[config.mk]
export PLATFORM = sky130hd
export DESIGN_NAME = mo_pixel_serializer
export DESIGN_NICKNAME = d
export VERILOG_FILES = /design/src/rtl/mo_pkg.sv /design/src/rtl/mo_tile_pixel_sel.sv /design/src/rtl/mo_pixel_serializer.sv
export SDC_FILE = /design/constraint.sdc
export NUM_CORES = 1
export LEC_CHECK = 0
export BUFFER_PORTS_ARGS = -buffer_cell sky130_fd_sc_hd__buf_2
export CORE_MARGIN = 10
export CORE_UTILIZATION = 41
export DETAILED_ROUTE_END_ITERATION = 16
export PLACE_DENSITY = 0.68
export SYNTH_ARGS = -nofsm -noshare
export SYNTH_HDL_FRONTEND = slang
export SYNTH_SLANG_ARGS = --single-unit
[constraint.sdc]
create_clock -name clk -period 2.1 [get_ports clk]
set_clock_uncertainty 0.15 [all_clocks]
set_input_delay 0.63 -clock clk [delete_from_list [all_inputs] [get_ports clk]]
set_output_delay 0.63 -clock clk [all_outputs]
set_load 0.05 [all_outputs]
[src/rtl/mo_pkg.sv]
// Shared types and constants for the motion-object pixel serializer.
package mo_pkg;

  localparam int PIX_PER_TILE = 8;
  localparam int MAX_TILES    = 8;
  localparam logic [3:0] TRANSPARENT_PEN = 4'hF;

  // Slot counter covers every pixel of the longest strip; the fetch index
  // needs one extra bit so it can run one past the last tile.
  localparam int SLOT_W  = $clog2(PIX_PER_TILE * MAX_TILES);
  localparam int FETCH_W = $clog2(MAX_TILES) + 1;

  typedef enum logic [1:0] {
    IDLE,
    RUN,
    FINISH
  } mo_state_t;

  typedef struct packed {
    logic [7:0] p3;
    logic [7:0] p2;
    logic [7:0] p1;
    logic [7:0] p0;
  } mo_planes_t;

endpackage

[src/rtl/mo_tile_pixel_sel.sv]
// Picks the 4-bit pen for one pixel column out of a planar tile.
// Bit 7 of each plane is the leftmost pixel; hflip mirrors the column order.
module mo_tile_pixel_sel
  import mo_pkg::*;
(
  input  logic [31:0] planes,
  input  logic [2:0]  pix,
  input  logic        hflip,
  output logic [3:0]  pen
);

  mo_planes_t tile;
  logic [2:0] bit_idx;

  // Map the slot column to a plane bit and gather one bit from each plane.
  always_comb begin
    tile    = planes;
    bit_idx = hflip ? pix : (3'd7 - pix);
    pen     = {tile.p3[bit_idx], tile.p2[bit_idx], tile.p1[bit_idx], tile.p0[bit_idx]};
  end

endmodule

[src/rtl/mo_pixel_serializer.sv]
// Motion-object line-buffer transmit side: accepts one object descriptor,
// double-buffers its planar tiles from the graphics ROM and emits one MOSR
// pixel word per pixel slot with an active-low write strobe.
// Optional build macro MO_UNDERRUN_CNT_EN adds a saturating underrun counter.
module mo_pixel_serializer
  import mo_pkg::*;
(
  input  logic        clk,
  input  logic        reset_b,
  input  logic        pix_en,
  input  logic        obj_valid,
  output logic        obj_ready,
  input  logic [2:0]  obj_color,
  input  logic        obj_hflip,
  input  logic [2:0]  obj_tiles,
  output logic        gfx_req,
  output logic [2:0]  gfx_tile,
  input  logic        gfx_valid,
  input  logic [31:0] gfx_planes,
  output logic [6:0]  mosr,
  output logic        lmpd_b,
  output logic        busy,
  output logic        done
`ifdef MO_UNDERRUN_CNT_EN
  ,
  input  logic        underrun_clr,
  output logic [7:0]  underrun_cnt
`endif
);

  mo_state_t state, state_next;

  logic [2:0]         colour_q;
  logic               hflip_q;
  logic [2:0]         tiles_q;
  logic [SLOT_W-1:0]  slot;
  logic [FETCH_W-1:0] fetch_idx;
  logic [31:0]        tile_buf [2];
  logic [1:0]         buf_valid;

  logic       accept;
  logic       slot_fire;
  logic       last_slot;
  logic       finishing;
  logic       fetch_hit;
  logic       fetch_start;
  logic       cur_buf;
  logic       cur_valid;
  logic [3:0] pen_raw;
  logic [3:0] pen;

  assign accept      = (state == IDLE) && obj_valid;
  assign slot_fire   = (state == RUN) && pix_en;
  assign last_slot   = (slot == {tiles_q, 3'b111});
  assign finishing   = slot_fire && last_slot;
  assign fetch_hit   = (state == RUN) && gfx_req && gfx_valid;
  assign fetch_start = (state == RUN) && !gfx_req && !finishing
                       && (fetch_idx <= {1'b0, tiles_q}) && !buf_valid[fetch_idx[0]];
  assign cur_buf     = slot[3];
  assign cur_valid   = buf_valid[cur_buf];
  assign pen         = cur_valid ? pen_raw : TRANSPARENT_PEN;

  mo_tile_pixel_sel u_pixel_sel (
    .planes (tile_buf[cur_buf]),
    .pix    (slot[2:0]),
    .hflip  (hflip_q),
    .pen    (pen_raw)
  );

  // State register; reset drops any strip in progress without a done pulse.
  always_ff @(posedge clk or negedge reset_b) begin
    if (!reset_b) state <= IDLE;
    else          state <= state_next;
  end

  // Next-state: accept in IDLE, run until the last slot, one FINISH cycle.
  always_comb begin
    state_next = state;
    case (state)
      IDLE:    if (obj_valid) state_next = RUN;
      RUN:     if (finishing) state_next = FINISH;
      FINISH:  state_next = IDLE;
      default: state_next = IDLE;
    endcase
  end

  // Handshake and status outputs decoded straight from the state.
  always_comb begin
    obj_ready = (state == IDLE);
    busy      = (state != IDLE);
    done      = (state == FINISH);
  end

  // Latch the descriptor on accept and advance the slot counter per pixel slot.
  always_ff @(posedge clk or negedge reset_b) begin
    if (!reset_b) begin
      colour_q <= '0;
      hflip_q  <= 1'b0;
      tiles_q  <= '0;
      slot     <= '0;
    end else if (accept) begin
      colour_q <= obj_color;
      hflip_q  <= obj_hflip;
      tiles_q  <= obj_tiles;
      slot     <= '0;
    end else if (slot_fire) begin
      slot <= slot + 1'b1;
    end
  end

  // ROM fetch sequencing: one outstanding request, issued into a free buffer.
  always_ff @(posedge clk or negedge reset_b) begin
    if (!reset_b) begin
      gfx_req   <= 1'b0;
      gfx_tile  <= '0;
      fetch_idx <= '0;
    end else if (accept) begin
      gfx_req   <= 1'b0;
      fetch_idx <= '0;
    end else if (state != RUN || finishing) begin
      gfx_req <= 1'b0;
    end else if (fetch_hit) begin
      gfx_req   <= 1'b0;
      fetch_idx <= fetch_idx + 1'b1;
    end else if (fetch_start) begin
      gfx_req  <= 1'b1;
      gfx_tile <= fetch_idx[2:0];
    end
  end

  // Tile buffers: freed after their last column, refilled by ROM data (refill wins a tie).
  always_ff @(posedge clk or negedge reset_b) begin
    if (!reset_b) begin
      buf_valid   <= '0;
      tile_buf[0] <= '0;
      tile_buf[1] <= '0;
    end else if (state != RUN) begin
      buf_valid <= '0;
    end else begin
      if (slot_fire && slot[2:0] == 3'd7) buf_valid[cur_buf] <= 1'b0;
      if (fetch_hit) begin
        buf_valid[fetch_idx[0]] <= 1'b1;
        tile_buf[fetch_idx[0]]  <= gfx_planes;
      end
    end
  end

  // Registered pixel word; the strobe fires only for opaque pens.
  always_ff @(posedge clk or negedge reset_b) begin
    if (!reset_b) begin
      mosr   <= {3'b000, TRANSPARENT_PEN};
      lmpd_b <= 1'b1;
    end else if (slot_fire) begin
      mosr   <= {colour_q, pen};
      lmpd_b <= (pen == TRANSPARENT_PEN);
    end else begin
      lmpd_b <= 1'b1;
    end
  end

`ifdef MO_UNDERRUN_CNT_EN
  // Saturating count of slots that found their tile buffer empty.
  always_ff @(posedge clk or negedge reset_b) begin
    if (!reset_b)                                       underrun_cnt <= '0;
    else if (underrun_clr)                              underrun_cnt <= '0;
    else if (slot_fire && !cur_valid && underrun_cnt != 8'hFF) underrun_cnt <= underrun_cnt + 1'b1;
  end
`endif

endmodule

# == Word-level counts from Yosys, hierarchy flattened ==
# Cells that the tools add are included.
# classes
n_addsub,3
order_cmp,9
n_eq_ne,9
muxes,41
bitwise_logic,9
n_reduce_logical,26
# op_table
op,count
2-to-1 mux 32 bit,4
bitwise mux 64 bit,1
demux 32 bit (select 1 bit),1
2-to-1 mux 4 bit,4
2-to-1 mux 1 bit,15
logical AND 1 bit,13
binary-select mux 1 bit (select 3 bit),4
2-to-1 mux 2 bit,6
2-to-1 mux 6 bit,2
adder 6 x 1 -> 6 bit (second input constant),1
equality test 6 bit,1
!= test 2 bit (second input constant),3
AND reduction 2 bit,3
nonzero test 2 bit,3
adder 4 x 1 -> 4 bit (second input constant),1
equality test 4 bit (second input constant),1
>= comparator 2 bit (second input constant),2
less-or-equal comparator 4 x 3 -> 1 bit,1
less-than comparator 1 x 2 -> 1 bit (second input constant),2
less-than comparator 3 x 4 -> 1 bit (second input constant),1
inverter 1 bit,4
inverter 1 -> 2 bit,2
one-hot mux 2 bit (2 select lines),1
AND reduction 4 bit,1
other kinds (16),20
# word_totals
register_bits,97
input_bits,44
output_inout_bits,15
wordCells,110

# == Depth between registers and ports, before layout ==
# Gate-level depths: netlist of the first run.
# logic_depth
ltp_word,11
ltp_mapped,8
mapped_depth_nobuf,7

# == Cells and area by module ==
# Synthesis of the first run repeated with hierarchy kept, for this count alone.
# unflattened
hier_cells,350
area_unflattened_um2,4848.4
# modules_own_cells
mod,n_inst,cells_per_inst,area_per_inst_um2,seq_area_each_um2
mo_pixel_serializer,1,314,4307.9,2433.6
mo_tile_pixel_sel,1,36,540.5,0.0

# == Worst setup path after synthesis of the first run ==
# No wires, ideal clock.
# synth_timing
path_type,register -> output
start,reg state[1]
end,out busy
arrival_ps,1577
t_required_ps,1320
setup_slack_ps,-257
path_stages_with_launch,3
n_path_buf,0
cell_sequence,dfrtp_1 -> nor2_1 -> inv_1
# synth_via
elab_chain_len,1
# synth_rtl
element,line,rtl
"start, declared",mo_pixel_serializer.sv:31,"mo_state_t state, state_next;"
"start signal, assigned",mo_pixel_serializer.sv:73,else state <= state_next;
nonzero test 2 bit,mo_pixel_serializer.sv:90,busy = (state != IDLE);
"end, declared",mo_pixel_serializer.sv:22,"output logic busy,"
# No other way between the ends.

# == Worst setup path after layout of the first run ==
# layout_timing
start,reg hflip_q
end,reg lmpd_b
# layout_via
elab_chain_len,6
elab_cells_between_ends,12
cone_classes,1 x eq/ne; 11 x mux
# layout_rtl
element,line,rtl
"start, declared",mo_pixel_serializer.sv:34,logic hflip_q;
"start signal, assigned",mo_pixel_serializer.sv:103,hflip_q <= obj_hflip;
2-to-1 mux 3 bit *,mo_tile_pixel_sel.sv:18,bit_idx = hflip ? pix : (3'd7 - pix);
binary-select mux 1 bit (select 3 bit),mo_tile_pixel_sel.sv:19,"pen = {tile.p3[bit_idx], tile.p2[bit_idx], tile.p1[bit_idx], tile.p0[bit_idx]};"
2-to-1 mux 1 bit (not written as such),mo_tile_pixel_sel.sv:19,
2-to-1 mux 4 bit *,mo_pixel_serializer.sv:61,assign pen = cur_valid ? pen_raw : TRANSPARENT_PEN;
equality test 4 bit *,mo_pixel_serializer.sv:155,lmpd_b <= (pen == TRANSPARENT_PEN);
2-to-1 mux 1 bit *,mo_pixel_serializer.sv:153,end else if (slot_fire) begin
"end signal, assigned",mo_pixel_serializer.sv:155,
"end, declared",mo_pixel_serializer.sv:21,"output logic lmpd_b,"
# Mark *: on every way between the ends. The rest lies on a longest branch, timed or not. The select of a mux whose other input is x is not followed.
# A chain may end at the register's enable or synchronous reset.

==> results.cfg, run 1 <==
[power_and_ir_drop]
leakagePower_nw = 2.49
power.total_mw = 9.23
p_per_area_mw_per_mm2 = 1670
max-vdd-ir-drop_mv = 0.912

[timing]
period_share_pct = 102
period_needed_ns = 2.15
slew_violations = 0
rsz0062_at_grt = true
relSlewSlack_pct = 55.0
final-setup-viol-count = 4
tightest_slew_ns = 0.656
clock.fmax_ghz = 0.465
hold_viol_final = 0
fin_ws_ns = -0.0487

[placement]
dp_worst_setup_slack_ns = -0.0893
io_buffers = 58
dp_cells = 534
dp_hpwl_um = 7040
gp_congestion = 0.842

[logic_synthesis]
synth-seq-cells = 97
synth_edf_count = 0
synth_cells = 326
avgSynthCellArea_um2 = 13.6
synthesis.area_mm2 = 0.00445
synthArstFlopShare_pct = 100
ys_seq_area_share_pct = 54.7
synth_warnings = 0
synth.area.top_cells = dfrtp_1, mux2_2, mux4_1, mux4_2, nand2_1
syn_nets = 376
yosysTopAreaCellShare_pct = 51.8
synth_cell_type_count = 38
ys.flop_type = dfrtp_1
yosysTopAreaCell = dfrtp_1

[run_status]
violations = negative setup slack
status = finished, violations left

[floorplanning]
io_pins = 59
start_util_pct = 42.5
core_area_mm2 = 0.0105
fp-row-count = 37
die_h_um = 124
dieArea_mm2 = 0.0154
die_x_um = 124

[global_route]
grt_max_degree = 34
grt_pass1_wl_um = 16300
first_global_vias = 3177
antenna_found_initial = 0
grt.total_usage_pct = 13.6
overflow = 0

[worst_setup_path]
arrival_ns = 2.31
cp.required_ns = 2.26
cp-end-kind = register
worst-path-max-fanout = 7
startpoint_type = register
path_class = reg2reg

[clocking]
cts.sinks = 97
root_buffer = clkbuf_8
cts_buffers = 9
clkTransAtPathRegs_ns = 0.10
cts_buffer_depth = 2
clock_latency_ns = 0.37
postCtsHoldBufs = 0
cts_tree = done
htreeDepth = 3

[route]
ant_nets = 0
drc_errors = 0
drt_iter0_markers = 155
via_per_inst = 5.17
wl_per_cell_um = 17.6
vias = 2883
drt_pass1_iterations = 4
totalWireLength_um = 9840

[finish]
diodes = 0
final_nets = 468
drive_gt1_share_pct = 53.1
final_cells = 558
area_growth_pct = 24.0

[job]
cap_violations = 0

[min_path]
hold_class = in2async
metal layers:
| metal | GRT usage (%) | routed length, µm |
|---|---|---|
| met4 | 2.59 | 73 |
| met2 | 23.3 | 4920 |
| met5 | 0 | 0 |
| met3 | 4.89 | 596 |
| met1 | 16.2 | 4250 |
where the power goes:
| group | switching [mW] | internal (mW) | leakage [nW] |
|---|---|---|---|
| Clock | 0.643 | 0.465 | 0.0933 |
| Sequential | 0.549 | 2.79 | 1.17 |
| Combinational | 2.15 | 2.63 | 1.23 |
sequential cells by signal, indices dropped and copies added, names as in the netlist:
name       flops
tiles_q        3
slot           6
gfx_req        1
mosr           7
state          2
fetch_idx      4
lmpd_b         1
tile_buf      64
hflip_q        1
colour_q       3
gfx_tile       3
buf_valid      2
worst max-delay path: stages, from the launching register on:
cell and delay (ns):
dfrtp_2 0.45, xor2_4 0.22, buf_12 0.16, buf_12 0.11, mux4_2 0.52, a22oi_2 0.16
nand2_1 0.08, a41o_1 0.24
Yosys cell counts, drive strengths merged, types with 6 or more instances:
library cell / n
a22oi: 8
mux2: 69
inv: 6
nor2: 11
nand2: 43
xor2: 8
dfrtp: 92
o21ai: 7
ha: 6
mux4: 16
clkbuf: 8
buf: 7
metrics by stage:
| step | setup TNS, ns | area (µm²) | utilization, % | hold slack [ns] |
|---|---|---|---|---|
| 2_1_floorplan | -0.00773 | 4460 | - | 0.184 |
| 3_3_place_gp | -0.0918 | 5120 | 49.0 | 0.299 |
| 3_5_place_dp | -0.528 | 5120 | 49.0 | 0.309 |
| 4_1_cts | -0.310 | 5420 | 51.8 | 0.0406 |
| 5_1_grt | -0.614 | 5510 | 52.7 | 0.0384 |
| 6_report | -0.0665 | 5510 | 52.7 | 0.0446 |
cell usage in the layout, fill, tap and decap left out, drive strengths merged, types with 4 or more instances in the layout:
| cell type | count |
|---|---|
| mux4 | 16 |
| clkbuf | 10 |
| xor2 | 8 |
| mux2i | 4 |
| nand2 | 43 |
| ha | 6 |
| o22a | 4 |
| o21ai | 7 |
| inv | 9 |
| a22oi | 8 |
| nand3 | 4 |
| buf | 96 |
| dfrtp | 92 |
| mux2 | 69 |
| nor2 | 11 |
| dfstp | 5 |
cell type report:
type	instances	area, µm²
Timing Repair Buffer	96	689
Tap cell	136	170
Clock buffer	10	138
Fill cell	925	4950
Multi-Input combinational cell	208	2020
Clock inverter	5	36.3
Inverter	6	22.5
Sequential cell	97	2440
cell families after synthesis:
logic type	synth area share (%)
AO/OA/AOI/OAI	4.64
AND/OR/NAND/NOR	7.74
adder cells (fa/ha/maj)	1.69
flip-flops	54.7
buffers and inverters	2.14
multiplexers	27.1
XOR/XNOR	1.94
final timing paths:
kind,startpoint,cells past startpoint,slack (ns),endpoint
max in group asynchronous,reset_b,2,1.21,tiles_q[0]$_DFFE_PN0P_
hold / removal,reset_b,1,0.04,tile_buf[31]$_DFFE_PN0P_
setup / recovery,hflip_q$_DFFE_PN0P_,7,-0.05,lmpd_b$_DFF_PN1_
min in group clk,obj_color[0],3,0.30,colour_q[0]$_DFFE_PN0P_
setup reg to reg,hflip_q$_DFFE_PN0P_,7,-0.05,lmpd_b$_DFF_PN1_
hold reg to reg,colour_q[2]$_DFFE_PN0P_,2,0.33,mosr[6]$_DFFE_PN0P_
repair_timing:
action                     CTS  global route
setup endpoints to repair   10            12
pin swaps                    7            12
setup buffers                5             5
hold endpoints to repair     0             0
cloned                       1             0
gates resized for setup     10            23
(Power assumes the default switching activity.)
==> inputs of run 2 (changes only) <==
--- a/config.mk
+++ b/config.mk
@@ -5,11 +5,14 @@
 export SDC_FILE = /design/constraint.sdc
 export NUM_CORES = 1
 export LEC_CHECK = 0
+export ABC_AREA = 1
 export BUFFER_PORTS_ARGS = -buffer_cell sky130_fd_sc_hd__buf_2
 export CORE_MARGIN = 10
 export CORE_UTILIZATION = 41
 export DETAILED_ROUTE_END_ITERATION = 16
+export MAX_ROUTING_LAYER = met4
 export PLACE_DENSITY = 0.68
 export SYNTH_ARGS = -nofsm -noshare
 export SYNTH_HDL_FRONTEND = slang
 export SYNTH_SLANG_ARGS = --single-unit
+export TNS_END_PERCENT = 30
==> run 2 against run 1 <==
  * The flow now finishes without violations
  * Design area down 1.2%
  * Utilization fell by 3.1 points
  * Die area grew 4.1%
  * Fmax rose by 12%
  * Highest routed layer unchanged
==> results.cfg, run 2 <==
[run_status]
status = completed

[logic_synthesis]
synth-compound-area-share_pct = 10.4
syn_nets = 657
synthArstFlopShare_pct = 100
synthMuxAreaShare_pct = 0
synth_most_common_cell = nand2_1
synthesis.area_mm2 = 0.00467
synth_edf_count = 0
synth_cells = 607
yosysTopAreaCellShare_pct = 49.3
ys.flop_type = dfrtp_1
synth-simple-area-share_pct = 26.9
avgSynthCellArea_um2 = 7.69
ys_seq_area_share_pct = 52.1
synth-adder-area-share_pct = 1.61
yosysTopAreaCell = dfrtp_1
synth-seq-cells = 97
synth_xor_area_share_pct = 1.47
synth_warnings = 0
synth_cell_type_count = 27
synth.area.top_cells = dfrtp_1, nand2_1, o21ai_0, inv_1, dfstp_2
yosys-top-cells-count = nand2_1, dfrtp_1, o21ai_0
synth_top_family_by_area = simple AND/OR/NAND/NOR gates

[finish]
num-fill-cells = 1057
top_register = tile_buf
area_growth_pct = 16.7
diodes = 0
drive_gt1_share_pct = 15.6
reg.largest.list = tile_buf x64, mosr x7, slot x6
largest_reg_flops = 64
final_cells = 807
final_nets = 712
finalInstanceArea_mm2 = 0.00545
layout_commonest_cell = nand2_1
most-common-layout-cells = nand2_1, dfrtp_1, o21ai_0

[route]
totalWireLength_um = 11000
via_per_inst = 4.88
drc_errors = 0
drt_pass1_iterations = 5
wl_per_cell_um = 13.7
ant_nets = 0
drt_iter0_markers = 276
vias = 3936

[placement]
postPlaceCellArea_mm2 = 0.00514
dp_hpwl_um = 7690
dp_cells = 789
gp_congestion = 0.824
io_buffers = 58
dp_worst_setup_slack_ns = 0.191

[worst_setup_path]
critPathBufInv = 1
crit_chain = buf_2
worst-path-max-fanout = 1
path_class = reg2out
crit_path_max_incr_delay_ns = 0.54
cp_num_cells = 1
slowest_stage = dfstp_2
cp.required_ns = 1.32
r2r_cells = 9
cp-end-kind = output port
cp_top_family = flip-flops
arrival_ns = 1.15
startpoint_type = register

[global_route]
use_met3_pct = 3.37
use_met2_pct = 23.5
grt_max_degree = 66
antenna_found_initial = 0
grt.total_usage_pct = 14.5
grt_pass1_wl_um = 19100
overflow = 0
met1_usage_pct = 17.8
first_global_vias = 4053
busiest_layer = met2

[power_and_ir_drop]
p_per_area_mw_per_mm2 = 1640
leakagePower_nw = 2.97
max-vdd-ir-drop_mv = 1.04
power.total_mw = 8.95

[timing]
slew_violations = 0
tightest_slew_ns = 0.428
final-setup-viol-count = 0
relSlewSlack_pct = 71.4
fin_ws_ns = 0.173
hold_ws_ns = 0.0746
hold_viol_final = 0
period_share_pct = 91.8
clock.fmax_ghz = 0.519
period_needed_ns = 1.93

[clocking]
clkTransAtPathRegs_ns = 0.07
root_buffer = clkbuf_16
htreeDepth = 3
cts_buffer_depth = 2
clock_latency_ns = 0.34
cts.sinks = 97
cts_buffers = 9
cts_tree = done

[floorplanning]
fp-row-count = 38
start_util_pct = 42.5
dieArea_mm2 = 0.0161
die_x_um = 127
die_h_um = 127
core_area_mm2 = 0.0110
io_pins = 59

[job]
cap_violations = 0

[min_path]
hold_class = in2async
-- run 2: changes by cell type after synthesis, moves of 11 or more --
| cell | change |
|---|---|
| nand2_1 | +220 |
| mux2_2 | -69 |
| nand3_1 | +22 |
| inv_1 | +45 |
| o21ai_0 | +68 |
| nor2_1 | +11 |
-- run 2: metrics by stage --
step	setup TNS, ns	utilization (%)
floorplan	0	-
finish	0	49.6
global route	-0.0153	49.6
detailed placement	0	46.8
global placement	0	46.8
CTS	0	49.5
-- run 2: worst paths after layout --
path,startpoint,endpoint,slack [ns]
worst max-delay path,lmpd_b$_DFF_PN1_,lmpd_b,0.17
worst min-delay path,reset_b,tile_buf[43]$_DFFE_PN0P_,0.07
worst max register to register,tiles_q[1]$_DFFE_PN0P_,gfx_tile[2]$_DFFE_PN0P_,0.20
worst min register to register,mosr[0]$_DFFE_PN1P_,mosr[0]$_DFFE_PN1P_,0.32
max in group asynchronous,reset_b,mosr[3]$_DFFE_PN1P_,1.15
min in group clk,mosr[0]$_DFFE_PN1P_,mosr[0]$_DFFE_PN1P_,0.32
-- run 2: final cells by class --
class                      instances  area, µm²  share of cell area [%]
clock buffer                      10        239                    4.39
inverter                          54        203                    3.72
clock inverter                     6       47.5                   0.873
multi-input combinational        428       1890                    34.7
timing repair buffer              72        460                    8.45
sequential                        97       2430                    44.7
tap                              140        175                    3.21
-- run 2: logic make-up after synthesis --
family	after synthesis
and+or+nand+nor	320
DFF	97
AOI/OAI and AO/OA	95
buffers and inverters	82
xor gates and xnor gates	7
adders and majority gates	6
-- run 2: layer usage --
metal,up-vias,wire length [µm]
met5,-,0
met1,1849,5100
li1,2005,-
met3,11,432
met4,0,116
met2,71,5390
-- run 2: report_power, final --
part / leakage (nW) / total [mW] / internal (mW) / switching, mW
sequential: 1.19 / 3.31 / 2.76 / 0.557
combinational: 1.64 / 4.06 / 1.36 / 2.69
clock: 0.140 / 1.58 / 0.848 / 0.735
-- run 2: what timing repair did --
| action | CTS | global route |
|---|---|---|
| hold endpoints to repair | 0 | 0 |
| hold buffers | 0 | 0 |
| resized for setup | 0 | 3 |
| buffers inserted | 0 | 2 |
| setup endpoints to repair | 0 | 3 |
==> inputs of run 3 (changes only) <==
--- a/config.mk
+++ b/config.mk
@@ -10,6 +10,7 @@
 export CORE_MARGIN = 10
 export CORE_UTILIZATION = 41
 export DETAILED_ROUTE_END_ITERATION = 16
+export HOLD_SLACK_MARGIN = 0.1
 export MAX_ROUTING_LAYER = met4
 export PLACE_DENSITY = 0.68
 export SYNTH_ARGS = -nofsm -noshare
==> run 3 against run 2 <==
  * Global-route usage about the same
  * Fmax about the same
  * Non-clock buffer count increased by 1
  * Clock power about the same
  * Routed wire length increased by 0.34%
  * Sequential share of layout area decreased by 0.082 points
  * Power about the same
  * Via count increased by 0.48%
  * Critical path depth unchanged
  * Critical path type unchanged
  * Largest power group unchanged
  * Highest routed layer unchanged
==> results.cfg, run 3 (synthesis gave the netlist of run 2 again) <==
[run_status]
status = completed

[worst_setup_path]
cp_top_family = flip-flops
startpoint_type = register
arrival_ns = 1.15
worst-path-max-fanout = 1
slowest_stage = dfstp_2
path_class = reg2out
crit_path_max_incr_delay_ns = 0.54
cp.required_ns = 1.32
crit_chain = buf_2
critPathBufInv = 1
cp-end-kind = output port

[finish]
drive_gt1_share_pct = 15.6
finalInstanceArea_mm2 = 0.00546
most-common-layout-cells = nand2_1, dfrtp_1, o21ai_0
largest_reg_flops = 64
final_cells = 808
top_register = tile_buf
area_growth_pct = 16.9
final_core_util_pct = 49.7
layout_commonest_cell = nand2_1
diodes = 0
reg.largest.list = tile_buf x64, mosr x7, slot x6
final_nets = 713

[placement]
dp_worst_setup_slack_ns = 0.191
io_buffers = 58
gp_congestion = 0.824
dp_hpwl_um = 7690
postPlaceCellArea_mm2 = 0.00514
dp_cells = 789

[power_and_ir_drop]
seq_power_share_pct = 37.0
max-vdd-ir-drop_mv = 1.04
power.total_mw = 8.96
p_per_area_mw_per_mm2 = 1640
internal-power_mw = 4.97
pwr-share-clk_pct = 17.7
leakagePower_nw = 2.98
netSwitchingFraction_pct = 44.5
comb_power_share_pct = 45.3
power.switching_mw = 3.99

[route]
drc_errors = 0
wl_per_cell_um = 13.7
via_per_inst = 4.89
ant_nets = 0
drt_pass1_iterations = 4
totalWireLength_um = 11100
vias = 3955
drt_iter0_markers = 291

[global_route]
antenna_found_initial = 0
first_global_vias = 4059
grt.total_usage_pct = 14.5
grt_max_degree = 66
overflow = 0
grt_pass1_wl_um = 19100

[timing]
period_needed_ns = 1.93
fin_ws_ns = 0.172
clock.fmax_ghz = 0.519
hold_viol_final = 0
relSlewSlack_pct = 71.5
period_share_pct = 91.8
slew_violations = 0
fin_tns_setup_ns = 0
hold_ws_ns = 0.316
final-setup-viol-count = 0
tightest_slew_ns = 0.428

[floorplanning]
fp-row-count = 38
dieArea_mm2 = 0.0161
die_h_um = 127
start_util_pct = 42.5
io_pins = 59
core_area_mm2 = 0.0110
die_x_um = 127

[clocking]
clkTransAtPathRegs_ns = 0.07
cts_buffers = 9
cts_tree = done
root_buffer = clkbuf_16
cts.sinks = 97
cts_buffer_depth = 2
clock_latency_ns = 0.35
htreeDepth = 3

[min_path]
hold_class = reg2reg

[job]
cap_violations = 0
==> run 3: changes by cell type in the layout (fill, tap and decap cells not counted) <==
cell,before,now
dlygate4sd3_1,0,1
==> run 3: final cells by class <==
cell class / instances / area [µm²]
clock buffer: 10 / 239
clock inverter: 6 / 47.5
multi-input combinational: 428 / 1890
fill: 1056 / 5520
sequential: 97 / 2430
tap: 140 / 175
inverter: 54 / 203
timing repair buffer: 73 / 470
==> run 3: path summary, 6_finish.rpt <==
kind | from | to | depth (start not counted) | slack [ns]
worst max-delay path | lmpd_b$_DFF_PN1_ | lmpd_b | 1 | 0.17
worst min-delay path | mosr[0]$_DFFE_PN1P_ | mosr[0]$_DFFE_PN1P_ | 2 | 0.32
worst max register to register | tiles_q[1]$_DFFE_PN0P_ | gfx_tile[2]$_DFFE_PN0P_ | 9 | 0.21
worst min register to register | mosr[0]$_DFFE_PN1P_ | mosr[0]$_DFFE_PN1P_ | 2 | 0.32
max in group asynchronous | reset_b | mosr[3]$_DFFE_PN1P_ | 3 | 0.59
min in group asynchronous | reset_b | tile_buf[43]$_DFFE_PN0P_ | 2 | 0.62
==> run 3: worst min-delay path, stage by stage, from the launching register on <==
cell     delay [ns]
dfstp_2        0.37
nand2_1        0.05
nand2_1        0.05
==> run 3: what timing repair did <==
item | 4_1_cts | 5_1_grt
resized for setup | 0 | 3
setup buffers | 0 | 2
hold endpoints to repair | 25 | 0
hold buffers | 1 | 0
setup endpoints to repair | 0 | 3
==> run 3: power groups by stage <==
stage / combinational (mW) / clock [mW] / sequential (mW)
after floorplan: 2.74 / 0 / 3.58
after global placement: 3.96 / 0 / 3.30
after detailed placement: 4.05 / 0 / 3.33
after CTS: 4.07 / 1.62 / 3.31
after global routing: 4.69 / 1.69 / 3.42
final: 4.06 / 1.59 / 3.32
==> run 3: routing by layer <==
metal	vias to the layer above	wire, µm	share of wire, %	track usage, %
met5	-	0	0	-
met4	0	70	0.63	3.88
met3	6	461	4.2	3.37
met2	83	5410	49	23.5
met1	1860	5130	46	17.8
li1	2006	-	-	-
